$ cat config.mk
export PLATFORM = sky130hd
export DESIGN_NAME = rr_hold_arbiter
export DESIGN_NICKNAME = d
export VERILOG_FILES = /design/src/rtl/lib_arbiter_pkg.sv /design/src/rtl/rr_mask_pick.sv /design/src/rtl/rr_hold_arbiter.sv
export SDC_FILE = /design/constraint.sdc
export NUM_CORES = 1
export LEC_CHECK = 0
export ABC_AREA = 1
export CAP_MARGIN = 30
export CORE_ASPECT_RATIO = 1.4
export CORE_MARGIN = 1.5
export CORE_UTILIZATION = 44
export CTS_BUF_LIST = sky130_fd_sc_hd__clkbuf_8 sky130_fd_sc_hd__clkbuf_16
export DETAILED_ROUTE_END_ITERATION = 10
export PLACE_DENSITY = 0.72
export SYNTH_ARGS = -nofsm -noshare
export SYNTH_HDL_FRONTEND = slang
export SYNTH_SLANG_ARGS = --single-unit
export TNS_END_PERCENT = 100
$ cat constraint.sdc
create_clock -name clk_i -period 5.5 [get_ports clk_i]
set_input_delay 0.55 -clock clk_i [delete_from_list [all_inputs] [get_ports clk_i]]
set_output_delay 0.55 -clock clk_i [all_outputs]
set_load 0.005 [all_outputs]
$ cat src/rtl/lib_arbiter_pkg.sv
// ============================================================================
// Module      : lib_arbiter_pkg
// Description : Shared types and defaults for the readout arbiters.
// Revision    : 1.0 - initial release
// ============================================================================
`default_nettype none

package lib_arbiter_pkg;

    localparam int ROWS            = 16;
    localparam int ARB_N_REQ_DEF   = ROWS;
    localparam int ARB_TIMEOUT_DEF = 255;

    typedef enum logic [0:0] {
        ARB_IDLE  = 1'b0,
        ARB_GRANT = 1'b1
    } arb_state_t;

endpackage

`default_nettype wire

$ cat src/rtl/rr_mask_pick.sv
// ============================================================================
// Module      : rr_mask_pick
// Description : Combinational round-robin pick: lowest active request at or
//               above ptr_i, else lowest active request overall.
// Revision    : 1.0 - initial release
// ============================================================================
`default_nettype none

module rr_mask_pick #(
    parameter int N_REQ = 16,
    parameter int IDX_W = $clog2(N_REQ)
) (
    input  logic [N_REQ-1:0] req_i,
    input  logic [IDX_W-1:0] ptr_i,
    output logic [N_REQ-1:0] pick_o,
    output logic [IDX_W-1:0] idx_o,
    output logic             any_o
);

    logic [IDX_W-1:0] hi_idx;
    logic [IDX_W-1:0] lo_idx;
    logic             hi_any;
    logic             lo_any;

    // Scanning downward means the last hit written is the lowest index.
    always_comb begin
        hi_idx = '0;
        lo_idx = '0;
        hi_any = 1'b0;
        lo_any = 1'b0;
        for (int i = N_REQ - 1; i >= 0; i--) begin
            if (req_i[i]) begin
                lo_idx = IDX_W'(i);
                lo_any = 1'b1;
                if (i >= int'(ptr_i)) begin
                    hi_idx = IDX_W'(i);
                    hi_any = 1'b1;
                end
            end
        end
    end

    always_comb begin
        pick_o = '0;
        idx_o  = hi_any ? hi_idx : lo_idx;
        any_o  = lo_any;
        if (lo_any) begin
            pick_o[idx_o] = 1'b1;
        end
    end

endmodule

`default_nettype wire

$ cat src/rtl/rr_hold_arbiter.sv
// ============================================================================
// Module      : rr_hold_arbiter
// Description : Round-robin arbiter with grant held until acknowledge.
//               Optional forced release enabled by macro ARB_TIMEOUT_EN.
// Revision    : 1.0 - initial release
// ============================================================================
`default_nettype none

module rr_hold_arbiter
    import lib_arbiter_pkg::*;
#(
    parameter int N_REQ       = ARB_N_REQ_DEF,
    parameter int IDX_W       = $clog2(N_REQ),
    parameter int TIMEOUT_CYC = ARB_TIMEOUT_DEF
) (
    input  logic             clk_i,
    input  logic             rst_n_i,
    input  logic             en_i,
    input  logic [N_REQ-1:0] req_i,
    input  logic             ack_i,
    output logic [N_REQ-1:0] gnt_o,
    output logic [IDX_W-1:0] gnt_idx_o,
    output logic             gnt_valid_o,
    output logic             timeout_o
);

    arb_state_t       state_q, state_d;
    logic [IDX_W-1:0] ptr_q, ptr_d;
    logic [N_REQ-1:0] gnt_q, gnt_d;
    logic [IDX_W-1:0] idx_q, idx_d;
    logic             to_q, to_d;

    logic             ack_fire;
    logic             to_fire;
    logic             release_grant;
    logic             load_grant;
    logic [IDX_W-1:0] ptr_adv;
    logic [IDX_W-1:0] pick_ptr;
    logic [N_REQ-1:0] pick_oh;
    logic [IDX_W-1:0] pick_idx;
    logic             pick_any;

    assign ack_fire      = (state_q == ARB_GRANT) && ack_i;
    assign release_grant = ack_fire || to_fire;
    assign ptr_adv       = (idx_q == IDX_W'(N_REQ - 1)) ? '0 : idx_q + IDX_W'(1);
    // On release the re-pick already sees the advanced pointer, so the
    // served requester drops to lowest priority without an idle bubble.
    assign pick_ptr      = release_grant ? ptr_adv : ptr_q;

    rr_mask_pick #(
        .N_REQ (N_REQ),
        .IDX_W (IDX_W)
    ) u_pick (
        .req_i  (req_i),
        .ptr_i  (pick_ptr),
        .pick_o (pick_oh),
        .idx_o  (pick_idx),
        .any_o  (pick_any)
    );

    always_comb begin
        state_d    = state_q;
        ptr_d      = ptr_q;
        gnt_d      = gnt_q;
        idx_d      = idx_q;
        to_d       = 1'b0;
        load_grant = 1'b0;
        case (state_q)
            ARB_IDLE: begin
                if (en_i && pick_any) begin
                    state_d    = ARB_GRANT;
                    gnt_d      = pick_oh;
                    idx_d      = pick_idx;
                    load_grant = 1'b1;
                end
            end
            ARB_GRANT: begin
                if (release_grant) begin
                    ptr_d = ptr_adv;
                    to_d  = to_fire && !ack_i;
                    if (en_i && pick_any) begin
                        gnt_d      = pick_oh;
                        idx_d      = pick_idx;
                        load_grant = 1'b1;
                    end else begin
                        state_d = ARB_IDLE;
                        gnt_d   = '0;
                    end
                end
            end
            default: begin
                state_d = ARB_IDLE;
                gnt_d   = '0;
            end
        endcase
    end

    always_ff @(posedge clk_i or negedge rst_n_i) begin
        if (!rst_n_i) begin
            state_q <= ARB_IDLE;
            ptr_q   <= '0;
            gnt_q   <= '0;
            idx_q   <= '0;
            to_q    <= 1'b0;
        end else begin
            state_q <= state_d;
            ptr_q   <= ptr_d;
            gnt_q   <= gnt_d;
            idx_q   <= idx_d;
            to_q    <= to_d;
        end
    end

`ifdef ARB_TIMEOUT_EN
    localparam int CNT_W = $clog2(TIMEOUT_CYC + 1);

    logic [CNT_W-1:0] cnt_q, cnt_d;

    assign to_fire = (state_q == ARB_GRANT) && !ack_i
                     && (cnt_q == CNT_W'(TIMEOUT_CYC - 1));

    always_comb begin
        cnt_d = cnt_q;
        if (load_grant) begin
            cnt_d = '0;
        end else if ((state_q == ARB_GRANT) && !ack_i) begin
            cnt_d = cnt_q + CNT_W'(1);
        end
    end

    always_ff @(posedge clk_i or negedge rst_n_i) begin
        if (!rst_n_i) begin
            cnt_q <= '0;
        end else begin
            cnt_q <= cnt_d;
        end
    end
`else
    assign to_fire = 1'b0;
`endif

    assign gnt_o       = gnt_q;
    assign gnt_idx_o   = idx_q;
    assign gnt_valid_o = (state_q == ARB_GRANT);
    assign timeout_o   = to_q;

endmodule

`default_nettype wire

; Word-level counts from Yosys, hierarchy flattened
; Index checks and enable logic that the tools add are counted.
[classes]
n_addsub = 1
magnitude_cmp = 17
eq_ne = 3
mux = 108
bitwise_logic = 1
reduce_logical = 4
[ops]
columns = cell, count
row1 = $mux W4, 51
row2 = $mux W16, 4
row3 = $mux W1, 49
row4 = $pmux W16 S2, 1
row5 = $ge A4 B4 Y1 const A, 7
row6 = $ge A3 B4 Y1 const A, 4
row7 = $ge A1 B4 Y1 const A, 2
row8 = $ge A2 B4 Y1 const A, 2
row9 = $pmux W4 S2, 1
row10 = $lt A4 B5 Y1 const B, 1
row11 = $add A4 B1 Y4 const B, 1
row12 = $demux W1 S4, 1
row13 = $eq A4 B4 Y1 const B, 1
row14 = $ge A4 B1 Y1 const B, 1
row15 = $logic_and A1 B1 Y1, 3
row16 = $ne A2 B1 Y1 const B, 1
row17 = $ne A2 B2 Y1 const B, 1
row18 = $pmux W1 S2, 1
row19 = $reduce_and A2 Y1, 1
row20 = $not A1 Y1, 1
[word_totals]
register_bits = 25
inputBits = 20

; Logic depth before layout (Yosys ltp)
[depth]
ltp_word = 43
depth_mapped = 26

; Modules after synthesis
; From an unflattened synthesis, not the netlist that was laid out.
[hier_totals]
cells_unflattened = 280
hier_area_um2 = 1810.5
[by_module_without_submodules]
columns = module, instances, cells_per_inst, area_each_um2, seq_area_each_um2
row1 = rr_hold_arbiter, 1, 128, 1118.6, 625.6
row2 = rr_mask_pick, 1, 152, 691.9, 0.0

; Worst setup path after synthesis
; No wires, ideal clock.
[synth_timing]
path_type = reg-to-reg
start = reg idx_q[0], in the netlist gnt_idx_o[0]
end = reg idx_q[1], in the netlist gnt_idx_o[1]
arrival_ps = 2300
slack_ps = 3081
stages_incl_launch_ff = 21
n_path_buf = 0
synth_period_minus_slack_ps = 2419
path_cell_list = dfrtp_1 -> ha_1 -> nand2_1 -> nand3_1 -> nand3_1 -> nand2_4 -> inv_2 -> nor2_2 -> nand3_1 -> nand2_2 -> nor2_2 -> clkinv_4 -> nor2_4 -> nand3_4 -> clkinv_4 -> nor2_2 -> o21ai_2 -> o21ai_4 -> inv_4 -> nand2_1 -> o21a_1
[synth_between]
elab_chain_cells = 38
elab_cells_between_ends = 83
cone_classes = add/sub (1) / order compare (15) / eq/ne (1) / mux (66)
[synth_lines]
columns = item, line
row1 = start: declaration, rr_hold_arbiter.sv:30  ; logic [IDX_W-1:0] idx_q, idx_d;
row2 = start signal: assignment, rr_hold_arbiter.sv:109  ; idx_q <= idx_d;
row3 = $add A4 B1 Y4 / $eq A4 B4 Y1 (equally long branches), rr_hold_arbiter.sv:45  ; assign ptr_adv = (idx_q == IDX_W'(N_REQ - 1)) ? '0 : idx_q + IDX_W'(1);
row4 = $mux W4 *, rr_hold_arbiter.sv:45
row5 = $mux W4 *, n/a
row6 = $ge A4 B4 Y1, rr_mask_pick.sv:35  ; if (i >= int'(ptr_i)) begin
row7 = $mux W4 / $mux W1 (equally long branches), rr_mask_pick.sv:35
row8 = $mux W4 / $mux W1 (equally long branches), rr_mask_pick.sv:32  ; if (req_i[i]) begin
row9 = $mux W4 / $mux W1 (equally long branches), rr_mask_pick.sv:35
row10 = $mux W4 / $mux W1 (equally long branches), rr_mask_pick.sv:32
row11 = [22 not listed], n/a
row12 = $mux W4 / $mux W1 (equally long branches), rr_mask_pick.sv:35
row13 = $mux W4 / $mux W1 (equally long branches), rr_mask_pick.sv:32
row14 = $mux W4 / $mux W1 (equally long branches), rr_mask_pick.sv:35
row15 = $mux W4 / $mux W1 (equally long branches), rr_mask_pick.sv:32
row16 = $mux W4 *, rr_mask_pick.sv:45  ; idx_o = hi_any ? hi_idx : lo_idx;
row17 = $mux W4 *, "rr_hold_arbiter.sv:70, rr_hold_arbiter.sv:81"
row18 = $mux W4, rr_hold_arbiter.sv:78  ; if (release_grant) begin
row19 = $pmux W4 S2 *, rr_hold_arbiter.sv:68  ; case (state_q)
; Every way passes the cells marked *; elsewhere a longest branch is shown, timed or not. The select of a mux whose other input is x is not followed.
; A chain may end at the register's enable or synchronous reset.

; Final worst setup path
[layout_timing]
start = in ack_i
end = reg gnt_q[11], in the netlist gnt_o[11]
[layout_between]
elab_chain_cells = 42
elab_cells_between_ends = 90
cone_classes = order compare (17) / eq/ne (1) / mux (69) / reduce/logical (3)
[layout_lines]
columns = item, line
row1 = start: declaration, rr_hold_arbiter.sv:20  ; input logic ack_i,
row2 = $logic_and A1 B1 Y1 *, rr_hold_arbiter.sv:43  ; assign ack_fire = (state_q == ARB_GRANT) && ack_i;
row3 = $mux W4, n/a
row4 = $ge A4 B4 Y1, rr_mask_pick.sv:35
row5 = $mux W4 / $mux W1 (equally long branches), rr_mask_pick.sv:35
row6 = $mux W4 / $mux W1 (equally long branches), rr_mask_pick.sv:32
row7 = $mux W4 / $mux W1 (equally long branches), rr_mask_pick.sv:35
row8 = $mux W4 / $mux W1 (equally long branches), rr_mask_pick.sv:32
row9 = $mux W4 / $mux W1 (equally long branches), rr_mask_pick.sv:35
row10 = [26 not listed], n/a
row11 = $lt A4 B5 Y1 (implied by the code) / $ge A4 B1 Y1 (equally long branches), rr_mask_pick.sv:48  ; pick_o[idx_o] = 1'b1;
row12 = $logic_and A1 B1 Y1 (implied by the code), rr_mask_pick.sv:48
row13 = $mux W1 (implied by the code), rr_mask_pick.sv:48
row14 = $demux W1 S4, n/a
row15 = $mux W16, rr_mask_pick.sv:47  ; if (lo_any) begin
row16 = $mux W16, rr_hold_arbiter.sv:81  ; if (en_i && pick_any) begin
row17 = $mux W16, rr_hold_arbiter.sv:78
row18 = $pmux W16 S2, rr_hold_arbiter.sv:68
row19 = end signal: assignment, rr_hold_arbiter.sv:108  ; gnt_q <= gnt_d;
row20 = end: declaration, rr_hold_arbiter.sv:29  ; logic [N_REQ-1:0] gnt_q, gnt_d;
; Marked as above.

==> results by group <==
Logic synthesis
  • Post-synth top flop: dfrtp_1
  • Area of the mapped netlist: 1780 um2
  • Syn nets: 260
  • Distinct cells, synth: 34
  • Number of flops mapped to enable cells by yosys: 0
  • Synth warn: 0
  • Avg Cell Area, Syn: 7.43 um2
  • #FFs+latches synth: 25
  • Mapped Cells: 239
  • Register area share after synthesis: 35.2%
  • Async SR Flop Fraction: 100%

Die
  • Boundary Pins: 42
  • # rows: 27
  • Die Span Y: 78.2 um
  • Core area: 3920 um2
  • Starting Density: 45.3%
  • Die Wd: 56.7 um
  • Area of the die: 4430 um2

Layout
  • Filler Cells Inserted: 370
  • Post-route insts no fill: 326
  • Fin area: 2300 um2
  • Syn-to-layout area delta: 29.6%
  • Share of layout cells above drive strength 1: 18.7%
  • Nets@finish: 305
  • Ant diodes: 0

Timing
  • Post-layout min period: 2.85 ns
  • Final setup violation count: 0
  • Final-report max-slew violation count: 0
  • Worst-margin pin slew: 0.617 ns
  • Worst Skew: 0.00275 ns
  • Setup TNS: 0 ns
  • Max Freq: 0.351 GHz
  • Slew headroom: 58.5%
  • Unrepaired setup endpoints after global routing: no
  • Final Hold Viols: 0
  • Final worst path period share: 51.8%

Critical path
  • Worst setup SP type: primary input
  • WS Path Type: in2reg
  • RR Startpoint: gnt_idx_o[0]$_DFFE_PN0P_
  • CP required: 5.71 ns
  • Crit end category: flop
  • Reg-to-reg endpoint: gnt_o[11]$_DFFE_PN0P_
  • Data arrival time of the worst path: 3.06 ns
  • Critical Path Fanout Max: 9
  • Setup slack, reg-to-reg: 2.79 ns
  • Worst r2r path cells: 25

Detailed routing
  • Detail Route Antenna Nets: 0
  • Post-route DRC: 0
  • Initial DRC count: 58
  • Vias: 1692
  • WL per Instance: 12.5 um
  • Drt first pass iters: 4
  • Routed wire length: 4.06 mm
  • Vias/cell: 5.19

Clock tree
  • Cts hold-fix bufs: 0
  • CTS tree: done
  • Post-CTS setup buffers: 0
  • Clk sinks: 25
  • TritonCTS buffer count: 3
  • Reg clk slew, reported paths: 0.09 ns
  • H-tree levels: 1
  • Post-CTS sizing: 0
  • CTS Buffer Depth: 2
  • Root buffer cell: clkbuf_8
  • Clock Latency Late Sink: 0.27 ns

Worst hold path
  • Hold Path Sink: gnt_o[13]$_DFFE_PN0P_
  • Hold Crit Depth: 2
  • Min-delay src: gnt_o[13]$_DFFE_PN0P_
  • Worst min-delay path class: reg2reg

Global routing
  • GRT overflow: 0
  • GRT Overall Usage: 20.0%
  • Vias in the first global route: 1659
  • Pin count of the biggest net entering global routing: 22
  • Initial antenna violation count: 0
  • First-pass GRT wire length: 7.07 mm

Power and ir drop
  • Lkg Pwr: 1.11 nW
  • Sw Pwr: 0.471 mW
  • Int Pwr: 0.531 mW
  • Sw Ratio: 47.0%
  • Comb pwr share: 61.2%
  • Reg power frac: 27.9%
  • Clk pwr share: 10.9%
  • Max IR drop VDD: 0.265 mV
  • Pwr Density: 435 nW/um2

Place
  • Dpl cell area: 2250 um2
  • Post-DP HPWL: 3.39 mm
  • DP Cell Count: 321
  • Gpl congestion: 0.956
  • Port Buffers: 40

Flow run
  • Number of max-cap violations: 0

Status
  • Status: completed
[metrics by stage]
| stage | hold WS [ns] | util, % | worst slack, ns | power [mW] |
|---|---|---|---|---|
| finish | 0.484 | 58.8 | 2.65 | 1.00 |
| global route | 0.509 | 58.8 | 2.34 | 1.09 |
| CTS | 0.490 | 58.6 | 2.37 | 1.01 |
| detailed placement | 0.466 | 57.3 | 2.10 | 0.897 |
| global placement | 0.463 | 56.6 | 2.11 | 0.882 |
| floorplan | 0.254 | - | 3.08 | 0.704 |
[cell families after synthesis]
logic type | count (synthesis) | synth area share, %
buffers and inverters | 32 | 7.82
flip-flops | 25 | 35.2
adder cells (fa/ha/maj) | 1 | 0.704
AO/OA/AOI/OAI | 29 | 11.8
other | 1 | 0.211
AND/OR/NAND/NOR | 151 | 44.3
[placed cells by master (no fill, tap or decap), types with 2 or more instances in the layout]
cell type,count
o21ai_0,9
dfrtp_1,25
clkinv_4,2
nand4_1,11
a31oi_1,2
a21oi_1,5
o31ai_1,2
nor2_4,4
nor3_1,2
nand2_2,6
o21ai_4,2
inv_4,2
nor2_2,7
inv_1,19
nand3_4,2
nor4_1,2
inv_2,7
nand2_4,5
nor2_1,16
o211ai_1,2
nand3_1,17
clkbuf_8,3
o21ai_2,5
clkdlybuf4s50_1,40
nand2_1,74
[synth_stat cells (4+ instances only)]
library cell	n	share of area, %
nor2_4	4	2.5
nor2_1	16	3.4
inv_1	19	4.0
nand2_1	74	16
a21oi_1	5	1.4
o21ai_0	9	2.5
nor2_2	7	2.5
dfrtp_1	25	35
o21ai_2	5	2.5
nand2_2	6	2.1
nand2_4	5	3.2
inv_2	7	1.5
nand4_1	11	3.9
nand3_1	17	4.8
[area by class of cell]
type                       instances  area (um2)  area share, %
clock buffer                       3        41.3           1.79
clock inverter                     1        7.51          0.326
inverter                          30         128           5.54
multi-input combinational        182        1010           43.9
sequential                        25         626           27.2
tap                               43        53.8           2.34
timing repair buffer              42         435           18.9
[sequential cells by signal, indices dropped and copies added, names as in the netlist]
signal       cells
gnt_o           16
gnt_valid_o      1
gnt_idx_o        4
ptr_q            4
[per-layer routing]
layer  vias to the layer above  track usage, %  part of all wire, %
met2                        59            36.3                   52
met1                       748            24.1                   42
met4                         0            8.10                  2.9
li1                        875               -                    -
met5                         -               0                    0
met3                        10           0.988                  3.2
[critical path, stage by stage]
cell	delay [ns]
clkdlybuf4s50_1	0.47
nand2_4	0.15
inv_2	0.06
or2_4	0.24
nand2_4	0.13
inv_2	0.08
nor2_2	0.16
nand3_1	0.11
nand2_2	0.10
nor2_2	0.06
clkinv_4	0.05
nor2_4	0.03
nand3_4	0.09
clkinv_4	0.09
a31oi_1	0.25
nand2_4	0.14
nand2_4	0.13
nand3_1	0.10
nand2_1	0.07
[power groups by stage]
stage | clock network, mW | logic (mW) | registers, mW
detailed placement | 0 | 0.613 | 0.283
CTS | 0.112 | 0.615 | 0.280
floorplan | 0 | 0.422 | 0.281
finish | 0.109 | 0.614 | 0.279
global placement | 0 | 0.600 | 0.281
global route | 0.119 | 0.683 | 0.287
[worst max-delay path by stage]
| stage | start | slack [ns] | endpoint | cells past startpoint |
|---|---|---|---|---|
| finish | ack_i | 2.65 | gnt_o[11]$_DFFE_PN0P_ | 19 |
| global route | ack_i | 2.34 | gnt_o[1]$_DFFE_PN0P_ | 24 |
| CTS | req_i[0] | 2.37 | gnt_o[3]$_DFFE_PN0P_ | 8 |
| detailed placement | req_i[0] | 2.10 | gnt_o[3]$_DFFE_PN0P_ | 8 |
| global placement | req_i[0] | 2.11 | gnt_o[6]$_DFFE_PN0P_ | 8 |
| floorplan | gnt_idx_o[0]$_DFFE_PN0P_ | 3.08 | gnt_idx_o[1]$_DFFE_PN0P_ | 20 |
(Power assumes the default switching activity.)
